===== config.mk =====
export PLATFORM = sky130hd
export DESIGN_NAME = motor_ramp_ctrl
export DESIGN_NICKNAME = d
export VERILOG_FILES = /design/src/rtl/motor_ramp_ctrl.sv
export SDC_FILE = /design/constraint.sdc
export NUM_CORES = 1
export LEC_CHECK = 0
export BUFFER_PORTS_ARGS = -buffer_cell sky130_fd_sc_hd__buf_4
export CAP_MARGIN = 40
export CORE_MARGIN = 2
export CORE_UTILIZATION = 41
export DETAILED_ROUTE_END_ITERATION = 12
export HOLD_SLACK_MARGIN = 0.03
export PLACE_DENSITY = 0.69
export SLEW_MARGIN = 15
export SYNTH_ARGS = -nofsm -noshare
export SYNTH_HDL_FRONTEND = slang
export SYNTH_SLANG_ARGS = --single-unit
export TNS_END_PERCENT = 20

===== constraint.sdc =====
create_clock -name clk -period 8.21 [get_ports clk]
set_clock_uncertainty 0.1 [all_clocks]
set_input_delay 0.4105 -clock clk [delete_from_list [all_inputs] [get_ports clk]]
set_output_delay 0.4105 -clock clk [all_outputs]
set_load 0.02 [all_outputs]

===== src/rtl/motor_ramp_ctrl.sv =====
// motor_ramp_ctrl: per-wheel duty sequencer feeding one 10-bit PWM channel.
// Slews the duty magnitude toward a signed speed target at a fixed rate.
// Ramps to zero and waits a dead time before any direction change.
// Brake overrides everything and drives duty 0, which the PWM treats as brake.
module motor_ramp_ctrl #(
  parameter int RAMP_DIV   = 1024,
  parameter int STEP       = 8,
  parameter int DEAD_TICKS = 4,
  parameter int MIN_DUTY   = 1
) (
  input  logic               clk,
  input  logic               rst_n,
  input  logic               cmd_vld,
  input  logic signed [10:0] cmd_spd,
  output logic               cmd_rdy,
  input  logic               brake,
  output logic [9:0]         duty,
  output logic               fwd,
  output logic               at_target
);

  localparam int PW = $clog2(RAMP_DIV);
  localparam int DW = $clog2(DEAD_TICKS + 1);
  localparam logic [PW-1:0] PRESC_LAST = PW'(RAMP_DIV - 1);
  localparam logic [DW-1:0] DEAD_INIT  = DW'(DEAD_TICKS);
  localparam logic [9:0]    STEP_V     = 10'(STEP);
  localparam logic [9:0]    MIN_V      = 10'(MIN_DUTY);

  typedef enum logic [1:0] {
    S_IDLE,
    S_RAMP,
    S_DEAD,
    S_BRAKE
  } state_t;

  state_t          state_q, state_d;
  logic [PW-1:0]   presc_q, presc_d;
  logic [9:0]      cur_mag_q, cur_mag_d;
  logic [9:0]      tgt_mag_q, tgt_mag_d;
  logic            tgt_dir_q, tgt_dir_d;
  logic            dir_q, dir_d;
  logic [DW-1:0]   dead_cnt_q, dead_cnt_d;
  logic [9:0]      duty_q, duty_d;
  logic            fwd_q, fwd_d;
  logic            at_target_q, at_target_d;

  logic            tick;
  logic            acc;
  logic [9:0]      new_mag;
  logic            new_dir;
  logic [9:0]      nxt_mag;

  // Magnitude of a signed speed; -1024 has no 10-bit magnitude and saturates to 1023.
  function automatic logic [9:0] sat_mag(input logic signed [10:0] spd);
    logic signed [11:0] wide;
    wide = spd;
    if (spd[10]) wide = -wide;
    if (wide > 12'sd1023) return 10'd1023;
    return wide[9:0];
  endfunction

  // One slew step toward tgt, clamped so the ramp never overshoots.
  function automatic logic [9:0] step_toward(input logic [9:0] cur, input logic [9:0] tgt);
    logic [9:0] diff;
    if (cur < tgt) begin
      diff = tgt - cur;
      return (diff > STEP_V) ? (cur + STEP_V) : tgt;
    end
    diff = cur - tgt;
    return (diff > STEP_V) ? (cur - STEP_V) : tgt;
  endfunction

  // One slew step toward zero, floored at zero.
  function automatic logic [9:0] step_down(input logic [9:0] cur);
    return (cur > STEP_V) ? (cur - STEP_V) : 10'd0;
  endfunction

  assign tick      = (presc_q == PRESC_LAST);
  assign cmd_rdy   = (state_q == S_IDLE) || (state_q == S_RAMP);
  assign acc       = cmd_vld && cmd_rdy && !brake;
  assign new_mag   = sat_mag(cmd_spd);
  assign new_dir   = (cmd_spd == 11'sd0) ? tgt_dir_q : !cmd_spd[10];
  assign duty      = duty_q;
  assign fwd       = fwd_q;
  assign at_target = at_target_q;

  // Free-running ramp prescaler; only reset clears it.
  always_comb begin
    presc_d = tick ? '0 : presc_q + 1'b1;
  end

  // Next-state, target latch and slew arithmetic.
  always_comb begin
    state_d    = state_q;
    cur_mag_d  = cur_mag_q;
    tgt_mag_d  = tgt_mag_q;
    tgt_dir_d  = tgt_dir_q;
    dir_d      = dir_q;
    dead_cnt_d = dead_cnt_q;
    nxt_mag    = cur_mag_q;

    if (acc) begin
      tgt_mag_d = new_mag;
      tgt_dir_d = new_dir;
    end

    if (brake) begin
      state_d   = S_BRAKE;
      cur_mag_d = 10'd0;
      tgt_mag_d = 10'd0;
      // Keep target direction aligned with the bridge so a later zero command does not reverse.
      tgt_dir_d = dir_q;
    end else begin
      case (state_q)
        S_IDLE: begin
          if (acc && ((new_mag != cur_mag_q) || (new_dir != dir_q))) state_d = S_RAMP;
        end
        S_RAMP: begin
          if (tgt_dir_q != dir_q) begin
            if (cur_mag_q == 10'd0) begin
              state_d    = S_DEAD;
              dead_cnt_d = DEAD_INIT;
            end else if (tick) begin
              nxt_mag   = step_down(cur_mag_q);
              cur_mag_d = nxt_mag;
              if (nxt_mag == 10'd0) begin
                state_d    = S_DEAD;
                dead_cnt_d = DEAD_INIT;
              end
            end
          end else if (tick) begin
            // This tick steps toward the old target; a target latched now keeps us ramping.
            nxt_mag   = step_toward(cur_mag_q, tgt_mag_q);
            cur_mag_d = nxt_mag;
            if ((nxt_mag == tgt_mag_q) && !acc) state_d = S_IDLE;
          end
        end
        S_DEAD: begin
          if (tick) begin
            if (dead_cnt_q <= DW'(1)) begin
              dead_cnt_d = '0;
              dir_d      = tgt_dir_q;
              state_d    = (tgt_mag_q == 10'd0) ? S_IDLE : S_RAMP;
            end else begin
              dead_cnt_d = dead_cnt_q - 1'b1;
            end
          end
        end
        S_BRAKE: begin
          state_d = S_IDLE;
        end
        default: begin
          state_d = S_IDLE;
        end
      endcase
    end
  end

  // Output stage: duty and direction trail the internal magnitude by one clock; brake acts at once.
  always_comb begin
    duty_d      = (state_d == S_BRAKE) ? 10'd0 :
                  ((cur_mag_q == 10'd0) ? MIN_V : cur_mag_q);
    fwd_d       = dir_q;
    at_target_d = (state_q == S_IDLE);
  end

  // State and output registers with asynchronous active-low reset.
  always_ff @(posedge clk or negedge rst_n) begin
    if (!rst_n) begin
      state_q     <= S_IDLE;
      presc_q     <= '0;
      cur_mag_q   <= 10'd0;
      tgt_mag_q   <= 10'd0;
      tgt_dir_q   <= 1'b1;
      dir_q       <= 1'b1;
      dead_cnt_q  <= '0;
      duty_q      <= MIN_V;
      fwd_q       <= 1'b1;
      at_target_q <= 1'b1;
    end else begin
      state_q     <= state_d;
      presc_q     <= presc_d;
      cur_mag_q   <= cur_mag_d;
      tgt_mag_q   <= tgt_mag_d;
      tgt_dir_q   <= tgt_dir_d;
      dir_q       <= dir_d;
      dead_cnt_q  <= dead_cnt_d;
      duty_q      <= duty_d;
      fwd_q       <= fwd_d;
      at_target_q <= at_target_d;
    end
  end

endmodule

==> impl_metrics.env, run 1 <==
export IMPL_p_sw_frac=0.369
export IMPL_p_per_area_mw_per_mm2=124
export IMPL_routed_wl_um=13400
export IMPL_cp_top_family="compound AO/OA/AOI/OAI gates"
export IMPL_synth_seq_cells=49
export IMPL_worst_ep_required_time_ps=8330
export IMPL_yosysMostFrequentCell="nor2_1"
export IMPL_synth_nets=618
export IMPL_syn2layout_area_growth_pct=6.87
export IMPL_ys_types=77
export IMPL_first_pass_iters=6
export IMPL_fin_cells=717
export IMPL_antenna_found_initial=0
export IMPL_start_kind="register"
export IMPL_grt_pass1_wl_um=21900
export IMPL_internal_power_mw=0.384
export IMPL_cts_tree="done"
export IMPL_grt_max_degree=50
export IMPL_path_max_fanout=19
export IMPL_dieHeight_um=110
export IMPL_drtIter0Drc=317
export IMPL_post_cts_resized=0
export IMPL_clkSlewWorstSetupHoldPaths_ps=100
export IMPL_numCtsBuffers=5
export IMPL_finalHoldViolations=0
export IMPL_seq_power_share=0.440
export IMPL_post_drt_wl_per_cell_um=18.6
export IMPL_fin_util=0.450
export IMPL_core_rowCount=38
export IMPL_crit_path_frequent_cell="a21o_1"
export IMPL_root_buffer="clkbuf_8"
export IMPL_ctsHoldBuffers=0
export IMPL_layout_drive_gt1_share=0.0988
export IMPL_crit_buf_inv=1
export IMPL_finalSetupTns_ps=0
export IMPL_diodes=0
export IMPL_p_leak_nw=2.04
export IMPL_clock_sinks=49
export IMPL_synth_flop_cell="dfrtp_1"
export IMPL_fp_dieW_um=110
export IMPL_synth_area_per_cell_um2=7.94
export IMPL_vias_per_cell=6.29
export IMPL_hpwl_um=9970
export IMPL_cp_end_kind="register"
export IMPL_slew_headroom=0.415
export IMPL_grt_use_total=0.231
export IMPL_pwr_share_comb=0.318
export IMPL_drv_cap=0
export IMPL_p_clk_frac=0.242
export IMPL_post_route_cell_area_mm2=0.00490
export IMPL_dp_cells=709
export IMPL_netlist_top_cells_count="nor2_1, dfrtp_1, nand2_1, a21oi_1, inv_1"
export IMPL_crit_type="reg -> reg"
export IMPL_post_cts_buffers=0
export IMPL_drcViolationCount=0
export IMPL_drv_slew=0
export IMPL_place_area_mm2=0.00481
export IMPL_final_setup_viol_count=0
export IMPL_antenna_left=0
export IMPL_clock_path_buffers=2
export IMPL_start_util=0.421
export IMPL_core_mm2=0.0109
export IMPL_max_stage_delay_ps=780
export IMPL_yosys_top_cells_area="dfrtp_1, ha_1, xnor2_1, nor2_1, a21oi_1"
export IMPL_worst_pin_slew_ps=870
export IMPL_fin_crit_ps=3870
export IMPL_yosysTopAreaCell="dfrtp_1"
export IMPL_clkLatencyLatePin_ps=310
export IMPL_cp_data_arrival_time_ps=3990
export IMPL_fin_nets=616
export IMPL_clock_fmax_ghz=0.258
export IMPL_synth_edf_count=0
export IMPL_hold_path_class="in -> async"
export IMPL_critical_path_slowest_cell="dfrtp_1"
export IMPL_crit_path_cell_trace="inv_1 -> ha_1 -> a21o_1 -> a211oi_1 -> a21o_1 -> a21boi_0 -> nor4_1 -> a31oi_2 -> o221ai_1 -> o31ai_1"
export IMPL_grt_pass1_vias=4317
export IMPL_place_congestion=0.949
export IMPL_yosys_area_top_type_share=0.240
export IMPL_port_buffers=27
export IMPL_p_sw_mw=0.225
export IMPL_ys_warn_count=0
export IMPL_run_status="completed"
export IMPL_async_flop_share=1.00
export IMPL_num_vias=4508
export IMPL_holdWs_ps=4.67
export IMPL_netlist_instances=578
export IMPL_rsz0062_at_grt="false"
export IMPL_min_period_over_period=0.471
export IMPL_ir_drop_v=0.0000697
export IMPL_ys_seq_area_frac=0.269
export IMPL_die_area_mm2=0.0120
export IMPL_synth_area_mm2=0.00459
export IMPL_cts_htree_levels=2
export IMPL_overflow=0
export IMPL_io_pins=28
[sequential cells by signal, summed over array words and instances, names as in the netlist]
name and cells:
duty 10, at_target 1, tgt_mag_q 10, cur_mag_q 10, state_q 2, fwd 1, presc_q 10, dead_cnt_q 3
tgt_dir_q 1, dir_q 1
[final cells by class]
type	instances	area (um^2)
flip-flops and latches	49	1230
inverters	34	128
well taps	140	175
clock inverters	2	15.0
clock buffers	6	72.6
fillers	1085	5990
multi-input cells	459	3080
repair buffers	27	203
[per-stage QoR]
stage               setup WS [ps]  power (mW)
floorplan                    4920       0.407
global placement             4600       0.457
detailed placement           4500       0.462
CTS                          4460       0.609
global route                 3970       0.646
finish                       4340       0.609
[path summary, 6_finish.rpt]
| path | endpoint | slack (ps) | from | cells past startpoint |
|---|---|---|---|---|
| max reg2reg | cur_mag_q[9] | 4340 | cur_mag_q[5] | 10 |
| max | cur_mag_q[9] | 4340 | cur_mag_q[5] | 10 |
| min | presc_q[4] | 5 | rst_n | 1 |
| min reg2reg | fwd | 340 | dir_q | 0 |
| max in group asynchronous | tgt_mag_q[6] | 7570 | rst_n | 1 |
| min in group clk | fwd | 340 | dir_q | 0 |
[power by group through the flow]
stage | sequential, mW | combinational, mW | clock (mW)
CTS | 0.267 | 0.191 | 0.151
finish | 0.268 | 0.193 | 0.147
detailed placement | 0.272 | 0.190 | 0
global route | 0.270 | 0.213 | 0.163
global placement | 0.272 | 0.186 | 0
floorplan | 0.268 | 0.140 | 0
[per-layer routing]
layer,GRT usage,vias up,part of all wire
met1,0.308,2154,0.43
met4,0.0895,0,0.036
met5,0,-,0
li1,-,2119,-
met3,0.0279,46,0.071
met2,0.381,189,0.47
[cells by family (layout without fill, tap and decap cells)]
| kind of cell | after synthesis | in the layout | share of synthesized area |
|---|---|---|---|
| mux | 5 | 5 | 0.0117 |
| buf+inv | 70 | 69 | 0.0606 |
| simple gates | 217 | 217 | 0.243 |
| compound gates | 172 | 172 | 0.270 |
| xor+xnor | 40 | 40 | 0.0764 |
| fa+ha+maj | 25 | 25 | 0.0698 |
| flops | 49 | 49 | 0.269 |
[layout by cell type, fill, tap and decap left out, types with 4 or more instances in the layout]
| cell type | netlist | routed |
|---|---|---|
| a211oi_1 | 11 | 11 |
| a21o_1 | 14 | 14 |
| a21oi_1 | 35 | 35 |
| a311oi_1 | 6 | 6 |
| a31oi_1 | 4 | 4 |
| and2_1 | 4 | 4 |
| and3_1 | 13 | 13 |
| buf_4 | 0 | 27 |
| clkbuf_8 | 0 | 5 |
| dfrtp_1 | 44 | 44 |
| dfstp_2 | 5 | 5 |
| ha_1 | 24 | 24 |
| inv_1 | 33 | 33 |
| nand2_1 | 36 | 36 |
| nand2b_1 | 10 | 10 |
| nand3_1 | 18 | 18 |
| nand4_1 | 6 | 6 |
| nor2_1 | 62 | 62 |
| nor2b_1 | 6 | 6 |
| nor3_1 | 24 | 24 |
| nor4_1 | 11 | 11 |
| o2111ai_1 | 4 | 4 |
| o211ai_1 | 5 | 5 |
| o21a_1 | 4 | 4 |
| o21ai_0 | 27 | 27 |
| o221ai_1 | 5 | 5 |
| o22ai_1 | 5 | 5 |
| o31a_1 | 4 | 4 |
| o32ai_1 | 6 | 6 |
| or2_2 | 4 | 4 |
| or3_1 | 9 | 9 |
| xnor2_1 | 27 | 27 |
| xor2_1 | 13 | 13 |
Power figures use the tool's default switching activity.
==> run 2, diff against run 1 <==
--- a/config.mk
+++ b/config.mk
@@ -11,7 +11,7 @@
 export CORE_UTILIZATION = 41
 export DETAILED_ROUTE_END_ITERATION = 12
 export HOLD_SLACK_MARGIN = 0.03
-export PLACE_DENSITY = 0.69
+export PLACE_DENSITY = 0.71
 export SLEW_MARGIN = 15
 export SYNTH_ARGS = -nofsm -noshare
 export SYNTH_HDL_FRONTEND = slang
==> constraint.sdc (replaced) <==
create_clock -name clk -period 3.1 [get_ports clk]
set_clock_uncertainty 0.1 [all_clocks]
set_input_delay 0.155 -clock clk [delete_from_list [all_inputs] [get_ports clk]]
set_output_delay 0.155 -clock clk [all_outputs]
set_load 0.02 [all_outputs]
==> run 2 against run 1 <==
Compared with the run above:
- non-clock buffer count rose by 50
- worst hold slack improved by 150 ps
- register-to-register slack got worse by 4300 ps
- sequential power rose to 2.6 times the previous value
- critical endpoint is now cur_mag_q[3]
- wire length rose by 6.8%
- core utilization rose by 4.4 points
==> impl_metrics.env, run 2 (synthesis results as in run 1) <==
export IMPL_layout_drive_gt1_share=0.196
export IMPL_syn2layout_area_growth_pct=17.4
export IMPL_seqCellArea_mm2=0.00123
export IMPL_rsz0062_at_grt="true"
export IMPL_die_area_mm2=0.0120
export IMPL_overflow=0
export IMPL_drtIter0Drc=497
export IMPL_clkSlewWorstSetupHoldPaths_ps=110
export IMPL_multi_input_area_mm2=0.00317
export IMPL_diodes=0
export IMPL_grt_pass1_vias=4506
export IMPL_clock_fmax_ghz=0.327
export IMPL_hpwl_um=10700
export IMPL_worst_pin_slew_ps=642
export IMPL_final_common_cell="buf_4"
export IMPL_p_leak_nw=2.31
export IMPL_core_rowCount=38
export IMPL_dieHeight_um=110
export IMPL_pwr_share_comb=0.362
export IMPL_clock_sinks=49
export IMPL_p_clk_frac=0.238
export IMPL_final_cell_mix="buf_4, nor2_1, dfrtp_1"
export IMPL_post_cts_buffers=0
export IMPL_seq_power_share=0.401
export IMPL_antenna_left=0
export IMPL_cp_data_arrival_time_ps=3200
export IMPL_port_buffers=27
export IMPL_place_congestion=1.03
export IMPL_run_status="completed"
export IMPL_grt_max_degree=50
export IMPL_core_mm2=0.0109
export IMPL_start_kind="register"
export IMPL_finalHoldViolations=0
export IMPL_dp_cells=758
export IMPL_internal_power_mw=1.07
export IMPL_worst_ep_required_time_ps=3240
export IMPL_p_sw_mw=0.670
export IMPL_cts_tree="done"
export IMPL_fill_cells=1065
export IMPL_fin_crit_ps=3050
export IMPL_post_drt_wl_per_cell_um=18.6
export IMPL_clkLatencyLatePin_ps=310
export IMPL_p_sw_frac=0.385
export IMPL_cts_htree_levels=2
export IMPL_first_pass_iters=5
export IMPL_slew_headroom=0.572
export IMPL_hold_path_class="in -> reg"
export IMPL_antenna_found_initial=0
export IMPL_cp_end_kind="register"
export IMPL_min_period_over_period=0.985
export IMPL_io_pins=28
export IMPL_root_buffer="clkbuf_8"
export IMPL_p_per_area_mw_per_mm2=323
export IMPL_drv_cap=0
export IMPL_ir_drop_v=0.000227
export IMPL_numCtsBuffers=5
export IMPL_grt_use_total=0.240
export IMPL_routed_wl_um=14300
export IMPL_clock_path_buffers=2
export IMPL_start_util=0.421
export IMPL_num_vias=4784
export IMPL_drcViolationCount=0
export IMPL_path_max_fanout=5
export IMPL_final_setup_viol_count=0
export IMPL_drv_slew=0
export IMPL_crit_type="reg -> reg"
export IMPL_holdWs_ps=153
export IMPL_fin_cells=768
export IMPL_grt_pass1_wl_um=22600
export IMPL_fin_nets=667
export IMPL_fp_dieW_um=110
export IMPL_vias_per_cell=6.23
[run 2: changes by cell type in the layout (fill, tap and decap cells not counted), sizes merged]
cell / before / now
inv: 33 / 34
dlygate4sd3: 0 / 1
clkbuf: 6 / 5
a31oi: 5 / 6
buf: 27 / 76
[run 2: power groups by stage]
| stage | logic [mW] | clock network [mW] | registers [mW] |
|---|---|---|---|
| global route | 0.682 | 0.448 | 0.701 |
| detailed placement | 0.559 | 0 | 0.710 |
| floorplan | 0.370 | 0 | 0.709 |
| global placement | 0.546 | 0 | 0.707 |
| CTS | 0.571 | 0.423 | 0.697 |
| finish | 0.629 | 0.414 | 0.697 |
[run 2: final cells by class]
class,instances,share of cell area
clock buffers,5,0.0128
clock inverters,3,0.00488
inverters,34,0.0237
multi-input cells,460,0.589
flip-flops and latches,49,0.229
well taps,140,0.0325
repair buffers,77,0.108
[run 2: worst paths after layout]
check / depth (start not counted) / endpoint / slack, ps / startpoint
worst min-delay path: 2 / duty[2] / 150 / brake
worst max-delay path: 10 / cur_mag_q[3] / 50 / tgt_mag_q[4]
max in group asynchronous: 2 / tgt_mag_q[1] / 2120 / rst_n
min in group asynchronous: 2 / presc_q[5] / 300 / rst_n
worst min register to register: 0 / fwd / 340 / dir_q
worst max register to register: 10 / cur_mag_q[3] / 50 / tgt_mag_q[4]
[run 2: stage by stage]
stage	cell area (um^2)	TNS (ps)	worst slack [ps]	util	power (mW)
2_1_floorplan	4590	0	14.6	-	1.08
3_3_place_gp	5180	0	103	0.476	1.25
3_5_place_dp	5180	-315	-111	0.476	1.27
4_1_cts	5300	0	5.07	0.486	1.69
5_1_grt	5380	-4.00	-4.00	0.494	1.83
6_report	5380	0	45.2	0.494	1.74
[run 2: per-layer routing]
metal  wire [um]  vias to the layer above  global-route usage
met5           0                        -                   0
met4         403                        0              0.0913
met3        1130                       40              0.0320
met2        6580                      229               0.380
met1        6170                     2279               0.331
li1            -                     2236                   -
[run 2: worst max-delay path: stages (launching register included)]
cell and delay (ps):
dfrtp_1 470, inv_1 130, ha_1 250, a21o_1 200, a211oi_2 280, a21o_1 250
a211oi_2 140, nor4_4 410, a31oi_2 160, or4_1 460, a31oi_1 130
[run 2: what timing repair did]
item                                   in CTS  in global routing
pin swaps                                   0                  3
gates resized for setup                     1                 19
setup endpoints to repair                   6                 12
cloned                                      0                  1
hold buffers                                1                  0
endpoints found under the hold margin      44                  0
